`config.mk`:
```
export PLATFORM = sky130hd
export DESIGN_NAME = seletor_minigame
export DESIGN_NICKNAME = d
export VERILOG_FILES = /design/src/rtl/seletor_minigame.sv
export SDC_FILE = /design/constraint.sdc
export NUM_CORES = 1
export LEC_CHECK = 0
export BUFFER_PORTS_ARGS = -buffer_cell sky130_fd_sc_hd__buf_4
export CAP_MARGIN = 20
export CORE_MARGIN = 10
export CORE_UTILIZATION = 40
export CTS_CLUSTER_DIAMETER = 40
export DETAILED_ROUTE_END_ITERATION = 10
export PLACE_DENSITY = 0.64
export SLEW_MARGIN = 5
export SYNTH_ARGS = -nofsm -noshare
export SYNTH_HDL_FRONTEND = slang
export SYNTH_SLANG_ARGS = --single-unit
```
`constraint.sdc`:
```
create_clock -name clock -period 2.1 [get_ports clock]
set_input_delay 0.105 -clock clock [delete_from_list [all_inputs] [get_ports clock]]
set_output_delay 0.105 -clock clock [all_outputs]
set_load 0.005 [all_outputs]
```
`src/rtl/seletor_minigame.sv`:
```
// Menu controller in front of the minigame multiplexer: navigate, confirm, pulse start, wait for done.
// Optional MENU_TIMEOUT_EN: menu inactivity powers the controller back down after TIMEOUT_CICLOS cycles.
module seletor_minigame #(
  parameter int FIM_CICLOS     = 50_000_000,
  parameter int TIMEOUT_CICLOS = 500_000_000
) (
  input  logic       clock,
  input  logic       reset,
  input  logic       ligar,
  input  logic       proximo,
  input  logic       anterior,
  input  logic       confirma,
  input  logic       pronto,
  output logic [1:0] minigame,
  output logic [3:0] estado_inicial,
  output logic [2:0] inicia_jogo,
  output logic [1:0] destaque
);

  typedef enum logic [3:0] {
    DESLIGADO = 4'h0,
    MENU      = 4'h1,
    DISPARA   = 4'h2,
    JOGANDO   = 4'h3,
    FIM       = 4'hF
  } state_t;

  localparam int FIM_W = (FIM_CICLOS > 1) ? $clog2(FIM_CICLOS) : 1;
  localparam logic [FIM_W-1:0] FIM_LAST = FIM_W'(FIM_CICLOS - 1);

  state_t           state, state_next;
  logic [1:0]       sel, sel_next;
  logic             ligar_prev, proximo_prev, anterior_prev, confirma_prev;
  logic             ligar_edge, proximo_edge, anterior_edge, confirma_edge;
  logic [FIM_W-1:0] fim_cnt;
  logic             timeout_hit;
  logic [1:0]       minigame_next;
  logic [2:0]       inicia_next;
  logic [3:0]       estado_next;

  // Prev flops start high so a button held through reset needs a fresh press.
  always_ff @(posedge clock) begin
    if (reset) begin
      {ligar_prev, proximo_prev, anterior_prev, confirma_prev} <= 4'hF;
    end else begin
      {ligar_prev, proximo_prev, anterior_prev, confirma_prev} <=
        {ligar, proximo, anterior, confirma};
    end
  end

  assign ligar_edge    = ligar    & ~ligar_prev;
  assign proximo_edge  = proximo  & ~proximo_prev;
  assign anterior_edge = anterior & ~anterior_prev;
  assign confirma_edge = confirma & ~confirma_prev;

`ifdef MENU_TIMEOUT_EN
  localparam logic [29:0] TO_LAST = 30'(TIMEOUT_CICLOS - 1);
  logic [29:0] to_cnt;

  always_ff @(posedge clock) begin
    if (reset) begin
      to_cnt <= '0;
    end else if (state == MENU && state_next == MENU && !proximo_edge && !anterior_edge) begin
      to_cnt <= to_cnt + 30'd1;
    end else begin
      to_cnt <= '0;
    end
  end

  assign timeout_hit = (to_cnt == TO_LAST);
`else
  logic unused_timeout;
  assign unused_timeout = ^TIMEOUT_CICLOS;
  assign timeout_hit    = 1'b0;
`endif

  always_ff @(posedge clock) begin
    if (reset) begin
      state <= DESLIGADO;
      sel   <= 2'd0;
    end else begin
      state <= state_next;
      sel   <= sel_next;
    end
  end

  always_comb begin
    state_next = state;
    sel_next   = sel;
    case (state)
      DESLIGADO: begin
        if (ligar_edge) begin
          state_next = MENU;
          sel_next   = 2'd0;
        end
      end
      MENU: begin
        // Confirm beats navigation; any navigation edge beats the timeout.
        if (confirma_edge) begin
          state_next = DISPARA;
        end else if (proximo_edge && !anterior_edge) begin
          sel_next = (sel == 2'd2) ? 2'd0 : sel + 2'd1;
        end else if (anterior_edge && !proximo_edge) begin
          sel_next = (sel == 2'd0) ? 2'd2 : sel - 2'd1;
        end else if (!proximo_edge && !anterior_edge && timeout_hit) begin
          state_next = DESLIGADO;
          sel_next   = 2'd0;
        end
      end
      DISPARA: state_next = JOGANDO;
      JOGANDO: begin
        if (pronto) state_next = FIM;
      end
      FIM: begin
        if (confirma_edge || fim_cnt == FIM_LAST) state_next = MENU;
      end
      default: state_next = DESLIGADO;
    endcase
  end

  // Counter is zero on FIM entry and cleared whenever FIM is left.
  always_ff @(posedge clock) begin
    if (reset) begin
      fim_cnt <= '0;
    end else if (state == FIM && state_next == FIM) begin
      fim_cnt <= fim_cnt + 1'b1;
    end else begin
      fim_cnt <= '0;
    end
  end

  always_comb begin
    minigame_next = 2'b11;
    inicia_next   = 3'b000;
    estado_next   = state_next;
    case (state_next)
      DISPARA: begin
        minigame_next = sel_next;
        inicia_next   = 3'b001 << sel_next;
      end
      JOGANDO: minigame_next = sel_next;
      default: minigame_next = 2'b11;
    endcase
  end

  always_ff @(posedge clock) begin
    if (reset) begin
      minigame       <= 2'b11;
      estado_inicial <= 4'h0;
      inicia_jogo    <= 3'b000;
    end else begin
      minigame       <= minigame_next;
      estado_inicial <= estado_next;
      inicia_jogo    <= inicia_next;
    end
  end

  assign destaque = sel;

endmodule

```
# Word level (Yosys, flattened, before mapping)
# Index checks and enable logic that the tools add are counted.
# classes
add_sub_neg	3
eq_ne	9
shift	1
mux	12
n_bitwise	11
n_reduce_logical	12
# op_table
op	count
adder 26 x 1 -> 26 bit, second input constant	1
equality test 26 bit, second input constant	1
one-hot mux 4 bit (5 select lines)	1
equality test 4 x 2 -> 1 bit, second input constant	4
two-way mux 4 bit	4
two-way mux 2 bit	6
equality test 4 bit, second input constant	2
OR reduction 2 bit	4
NOT 1 bit	7
AND 1 bit	4
equality test 4 x 1 -> 1 bit, second input constant	1
zero test 4 bit	1
one-hot mux 2 bit (2 select lines)	1
logical AND 1 bit	3
<< shifter 1 x 2 -> 3 bit, first input constant	1
adder 2 x 1 -> 2 bit, second input constant	1
equality test 2 bit, second input constant	1
zero test 1 bit	2
zero test 2 bit	1
subtractor 2 x 1 -> 2 bit, second input constant	1
logical OR 1 bit	1
# word_totals
regBits	41
input_bits	7
out_inout_bits	11
elab_cells	57

# Longest topological paths before layout
# Gate-level depths: netlist (run 1).
# depth
word_depth	9
ltp_mapped	8
depth_no_buf	6

# Worst setup path before layout (run 1)
# No wires, ideal clock.
# synth_timing
kind	register to register
startpoint	register fim_cnt[0]
endpoint	register fim_cnt[21]
setup_ns	0.115
arrival_time_ns	1.805
t_required_ns	1.985
path_slack_ns	0.180
stages_incl_launch_ff	9
cell_sequence	dfxtp_1 -> ha_1 -> nand4_2 -> or4_1 -> o21ai_2 -> or2_1 -> buf_6 -> buf_12 -> nor2_1
# synth_via
elab_chain_len	8
# synth_rtl
item	line_no	source
start: declaration	35	logic [FIM_W-1:0] fim_cnt;
start signal: assignment	126	fim_cnt <= fim_cnt + 1'b1;
equality test 26 bit	115	if (confirma_edge || fim_cnt == FIM_LAST) state_next = MENU;
logical OR 1 bit	115	
two-way mux 4 bit	115	
one-hot mux 4 bit (5 select lines)	90	case (state)
equality test 4 bit	125	end else if (state == FIM && state_next == FIM) begin
logical AND 1 bit	125	
NOT 1 bit (no line)	n/a	
OR reduction 2 bit (no line)	n/a	
# Several ways; a longest one is shown, not always the timed one.
# A chain may end at the register's enable or synchronous reset.

# Worst setup path in the final report (run 1)
# layout_timing
startpoint	register fim_cnt[1]
endpoint	register fim_cnt[9]
# The elaborated chain is that of the path after synthesis.

==> out/results.txt, run 1 <==
sequential share of the synthesized area: 45.37%
most frequent cells in the layout: 40 x dfxtp_1, 36 x nor2_1, 23 x buf_4, 18 x xor2_1, 16 x nand3_1
Area growth, synth to finish: 15.21%
clk_skew: 0.004033 ns
largest net degree at the start of global routing: 18
leak pwr: 0.7449 nW
Synth Area in Adders: 2.766%
die area: 0.007613 mm2
unrepaired setup endpoints after global routing: false
fin crit share: 91.86%
antenna fix cells: 0
syn_nets: 213
CTS Buf Count: 5
EDFF count, synth: 0
switching share of power: 20.67%
outcome: finished, final reports clean
fin. max-slew vios: 0
Area contributors post-synth: dfxtp_1 45%, xor2_1 8.7%, nor2_1 7.5%, nand3_1 4.4%, nand4_1 3.5%
minimum clock period after layout: 1.929 ns
mux cell area share after synthesis: 0.6224%
Seq pwr share: 60.9%
largest family of logic cells by synthesized area: simple AND/OR/NAND/NOR gates
Post-Syn Area: 0.001809 mm2
WS Path Type: reg -> reg
placed inst area: 0.001996 mm2
fillcell total: 430
Mapped Avg Cell Area: 8.957 um2
DIE HEIGHT: 87.26 um
Vias/cell: 5.086
pin slew with the least headroom to its limit: 0.4506 ns
total number of vias: 1,424
fraction of layout cells with a size suffix above 1: 17.54%
fin util: 47.87%
drt total wl: 3371 um
xor/xnor share of the synthesized area: 12.10%
CP Data Arrival Time: 2.11 ns
top-area cell type share of the netlist area: 45.37%
Compound-Gate Fraction of Synth Area: 3.873%
vias in the first global route: 1,363
Logic pwr share: 3.2%
I/O pins: 18
register bit total from synthesis: 41
Clock Root Buffer: clkbuf_8
setup TNS: 0 ns
clock slew at reported path FFs: 0.07 ns
Clock power frac: 35.8%
asr flop ratio synth: 0%
CTS tree: built
post-synthesis cell type count: 31
row cnt: 24
Yosys top cell by area: dfxtp_1
peak supply drop: 376.6 uV
CP required: 2.28 ns
Clock Path Buffers: 2
Tot GR Track Use: 9.632%
Antenna Nets Post-Route: 0
design area: 0.002085 mm2
Top FF cell, synth: dfxtp_1
die width: 87.26 um
Max-Cap Viols: 0
Simple-Gate Fraction of Synth Area: 30.77%
antenna violations before repair: 0
wire length per cell: 12.04 um
Synth Warn #: 0
cell area power density: 620.6 mW/mm2
Starting Density: 41.55%
# H-tree levels: 2
drt drc: 0
max_slew headroom: 69.73%
Clock Latency Late Sink: 0.29 ns
Detailed Place HPWL: 2482 um
startpoint types: flop
Routability Congestion: 0.7492
Core ar.: 0.004354 mm2
DR iter-0 viols: 35
total global routing overflow: 0
clk sinks: 41
Hold Vio Cnt, Final: 0
Synth Instances: 202
f_max: 518.4 MHz
Nets: 240
Sw Pwr: 0.2675 mW
first-pass GRT wire length: 5940 um
commonest non-fill, non-tap cell in the layout: dfxtp_1
cell-internal power: 1.026 mW
PortBufs: 17
final setup vio count: 0
router iterations before antenna repair: 6
Critical Path Sink Type: flop
Crit Path Max Fanout: 17
Hold Crit Class: in -> reg
==> repair_timing <==
item                                    in CTS  in global routing
endpoints found under the hold margin        1                  0
endpoints found under the setup margin       0                 17
hold buffers                                 1                  0
buffers inserted                             0                  0
gates resized for setup                      0                  2
==> metal layers <==
metal	global-route usage [%]	vias to the layer above	part of all wire (%)
met5	0	-	0
met4	3.478	0	1.3
met3	4.401	6	5.4
met2	15.87	25	48
met1	10.60	660	45
li1	-	733	-
==> kinds of logic after synthesis <==
logic type,Yosys count
multiplexers,1
AND/OR/NAND/NOR,109
AO/OA/AOI/OAI,11
XOR/XNOR,25
adder cells (fa/ha/maj),4
flip-flops,41
buffers and inverters,11
==> Yosys cell counts (2+ instances only) <==
cell type and count:
dfxtp_1 41, a2bb2oi_1 3, nor2b_1 4, ha_1 4, clkbuf_1 2, nor2_1 36
a21oi_1 4, and3_1 6, nor4_1 2, xor2_1 18, nor4b_1 2, nand4_1 10
or2_2 5, xnor2_1 7, nand2_1 11, nor3_1 7, nand2b_1 3, nand3_1 16
o21ai_0 3, inv_1 6, buf_12 2
==> layout make-up <==
cell class,count,area (um2),share of cell area (%)
well taps,52,65.06,3.121
multi-input cells,150,907.1,43.52
repair buffers,25,193.9,9.304
flip-flops and latches,41,822.0,39.44
clock inverters,1,5.005,0.2401
inverters,6,22.52,1.080
clock buffers,5,68.82,3.301
==> registers in the layout (all words and copies together) (netlist names) <==
| name | flops |
|---|---|
| proximo_prev | 1 |
| inicia_jogo | 3 |
| ligar_prev | 1 |
| confirma_prev | 1 |
| destaque | 2 |
| fim_cnt | 26 |
| estado_inicial | 4 |
| anterior_prev | 1 |
| minigame | 2 |
==> stage by stage <==
step,power [mW],worst slack (ns),instances,hold WS [ns]
2_1_floorplan,0.8279,0.1798,202,0.2116
3_3_place_gp,0.8462,0.1720,273,0.3011
3_5_place_dp,0.8469,0.1041,273,0.3038
4_1_cts,1.317,0.08251,280,0.003971
5_1_grt,1.353,0.02573,280,0.001186
6_report,1.294,0.1710,280,0.01320
==> final timing paths <==
kind | from | endpoint | slack [ns] | cells past startpoint
worst max-delay path | fim_cnt[1] | fim_cnt[9] | 0.17 | 7
worst min-delay path | ligar | ligar_prev | 0.01 | 2
worst max register to register | fim_cnt[1] | fim_cnt[9] | 0.17 | 7
worst min register to register | fim_cnt[0] | fim_cnt[0] | 0.43 | 1
==> critical path, cell delays in order, from the launching register on <==
cell	delay, ns
dfxtp_1	0.35
ha_1	0.19
nand4_2	0.14
or4_1	0.55
o21ai_2	0.18
or2_1	0.16
buf_6	0.17
nor2_1	0.07
==> power by group through the flow <==
| stage | registers (mW) | logic (mW) | clock network [mW] |
|---|---|---|---|
| after floorplan | 0.805 | 0.0229 | 0 |
| after global placement | 0.806 | 0.0402 | 0 |
| after detailed placement | 0.806 | 0.0406 | 0 |
| after CTS | 0.788 | 0.0424 | 0.487 |
| after global routing | 0.789 | 0.0473 | 0.517 |
| final | 0.788 | 0.0417 | 0.464 |
Power figures use the tool's default switching activity.
==> run 2: changes to the inputs <==
- PLACE_DENSITY: 0.64 -> not set
- PLACE_DENSITY_LB_ADDON: not set -> 0.2
==> run 2 against run 1 <==
Net effect:
- clock skew grew 0.0069 ns
- worst hold slack improved by 0.029 ns
- die area unchanged
- design area increased by 4.0%
- clock power increased by 41%
- wire length increased by 0.24%
- register-to-register slack got worse by 0.03 ns
- sequential cell count stayed put
- core utilization grew 1.9 points
- non-clock buffer count is 4 higher
- critical path depth is the same
- cell count rose by 2.1%
- critical endpoint is now fim_cnt[2]
- largest cell class unchanged
- largest power group unchanged
==> out/results.txt, run 2 (synthesis results as in run 1) <==
outcome: finished, final reports clean
clk sinks: 41 (unchanged)
WS Path Type: reg -> reg
top routing layer in use: met4
Hold Vio Cnt, Final: 0 (unchanged)
minimum clock period after layout: 1.962 ns (+0.03308 ns)
largest reg by FF count: fim_cnt
Nets: 244 (+1.7%)
Tot GR Track Use: 9.828% (+0.20 points)
Critical Path Sink Type: flop
die area: 0.007613 mm2 (unchanged)
Starting Density: 41.55% (unchanged)
peak supply drop: 431.4 uV (+15%)
startpoint types: flop
pin slew with the least headroom to its limit: 0.3884 ns (-0.06222 ns)
most frequent cells in the layout: 41 x dfxtp_1, 36 x nor2_1, 24 x buf_4, 18 x xor2_1, 16 x nand3_1
fin crit share: 93.43% (+1.6 points)
die width: 87.26 um (unchanged)
fin. max-slew vios: 0 (unchanged)
cell area power density: 687.4 mW/mm2 (+11%)
Hold Crit Class: in -> reg
Clock Path Buffers: 2 (unchanged)
Final WS setup: 0.1379 ns (-0.03308 ns)
top flop regs: fim_cnt x26, estado_inicial x4, inicia_jogo x3
CP required: 2.29 ns (about the same)
max_slew headroom: 73.91% (+4.2 points)
antenna violations before repair: 0 (unchanged)
largest net degree at the start of global routing: 17 (-1)
wire length per cell: 11.81 um (-1.9%)
vias in the first global route: 1,358 (-0.37%)
clk_skew: 0.01094 ns (+0.006910 ns)
wire length on met3: 161 um (-11%)
Clock Root Buffer: clkbuf_8
drt drc: 0 (unchanged)
Core ar.: 0.004354 mm2 (unchanged)
Clock Latency Late Sink: 0.30 ns (about the same)
Routability Congestion: 0.7404 (-1.2%)
fraction of layout cells with a size suffix above 1: 17.95% (+0.40 points)
PortBufs: 17 (unchanged)
CTS tree: built
commonest non-fill, non-tap cell in the layout: dfxtp_1
CP Data Arrival Time: 2.15 ns (+0.04 ns)
router iterations before antenna repair: 4 (-2)
Setup WS pre-CTS: 0.1292 ns (+0.02506 ns)
first-pass GRT wire length: 5989 um (+0.82%)
antenna fix cells: 0 (unchanged)
CTS Buf Count: 5 (unchanged)
Vias/cell: 4.937 (-2.9%)
leak pwr: 0.7800 nW (+4.7%)
Detailed Place HPWL: 2525 um (+1.8%)
Area growth, synth to finish: 19.78%
WL met1: 1604 um (+5.2%)
final setup vio count: 0 (unchanged)
Crit Path Max Fanout: 10 (-7)
DR iter-0 viols: 83 (+140%)
clock slew at reported path FFs: 0.08 ns (about the same)
row cnt: 24 (unchanged)
total global routing overflow: 0 (unchanged)
drt total wl: 3379 um (+0.24%)
# H-tree levels: 2 (unchanged)
Largest register FFs: 26 (unchanged)
I/O pins: 18 (unchanged)
Max-Cap Viols: 0 (unchanged)
fillcell total: 406 (-5.6%)
Tot Pwr: 1.490 mW (+15%)
Antenna Nets Post-Route: 0 (unchanged)
met2 WL: 1550 um (-4.3%)
DIE HEIGHT: 87.26 um (unchanged)
worst reg-to-reg setup slack: 0.14 ns (-0.03 ns)
total number of vias: 1,412 (-0.84%)
f_max: 509.7 MHz (-1.7%)
run 2: changes by cell type in the layout (fill, tap and decap cells not counted):
| cell | before | now |
|---|---|---|
| dfxtp_2 | 1 | 0 |
| dlygate4sd3_1 | 1 | 4 |
| bufinv_16 | 0 | 1 |
| clkinvlp_4 | 0 | 1 |
| buf_4 | 23 | 24 |
| clkinv_2 | 1 | 0 |
| dfxtp_1 | 40 | 41 |
| clkbuf_8 | 5 | 6 |
run 2: final timing paths:
kind | start | end | cells past startpoint
max | fim_cnt[0] | fim_cnt[2] | 7
min | reset | estado_inicial[3] | 2
max reg2reg | fim_cnt[0] | fim_cnt[2] | 7
min reg2reg | fim_cnt[0] | fim_cnt[0] | 1
run 2: repair_timing:
item | CTS | global route
endpoints found under the hold margin | 4 | 0
setup endpoints to repair | 0 | 16
hold buffers | 4 | 0
buffers inserted | 0 | 0
resized for setup | 0 | 1
run 2: power by group:
part | internal (mW) | leakage [nW] | switching (mW)
Clock | 0.386 | 0.0574 | 0.270
Combinational | 0.0276 | 0.391 | 0.0183
Sequential | 0.783 | 0.332 | 0.00391
Total | 1.20 | 0.780 | 0.292
run 2: area by class of cell:
cell class	instances	area, um2	share of cell area (%)
inverters	6	22.52	1.039
clock buffers	6	82.58	3.811
flip-flops and latches	41	820.8	37.88
multi-input cells	150	907.1	41.86
well taps	52	65.06	3.002
repair buffers	29	231.5	10.68
clock inverters	2	37.54	1.732
run 2: routing by layer:
metal | vias up | track usage, %
li1 | 743 | -
met1 | 644 | 11.06
met2 | 19 | 15.87
met3 | 6 | 4.026
met4 | 0 | 4.348
met5 | - | 0
run 2: per-stage QoR:
| step | TNS, ns | cells | util (%) | instance area, um2 | hold slack (ns) |
|---|---|---|---|---|---|
| 2_1_floorplan | 0 | 202 | - | 1809 | 0.2116 |
| 3_3_place_gp | 0 | 274 | 46.01 | 2003 | 0.3023 |
| 3_5_place_dp | 0 | 274 | 46.01 | 2003 | 0.3021 |
| 4_1_cts | 0 | 286 | 49.68 | 2163 | 0.03036 |
| 5_1_grt | -0.001736 | 286 | 49.77 | 2167 | 0.03809 |
| 6_report | 0 | 286 | 49.77 | 2167 | 0.04244 |
run 2: worst max-delay path, stage by stage, from the launching register on:
cell and delay, ns:
dfxtp_1 0.38, ha_1 0.20, nand4_2 0.14, or4_1 0.54, o21ai_2 0.18, or2_1 0.16, buf_4 0.18, nor2_1 0.06
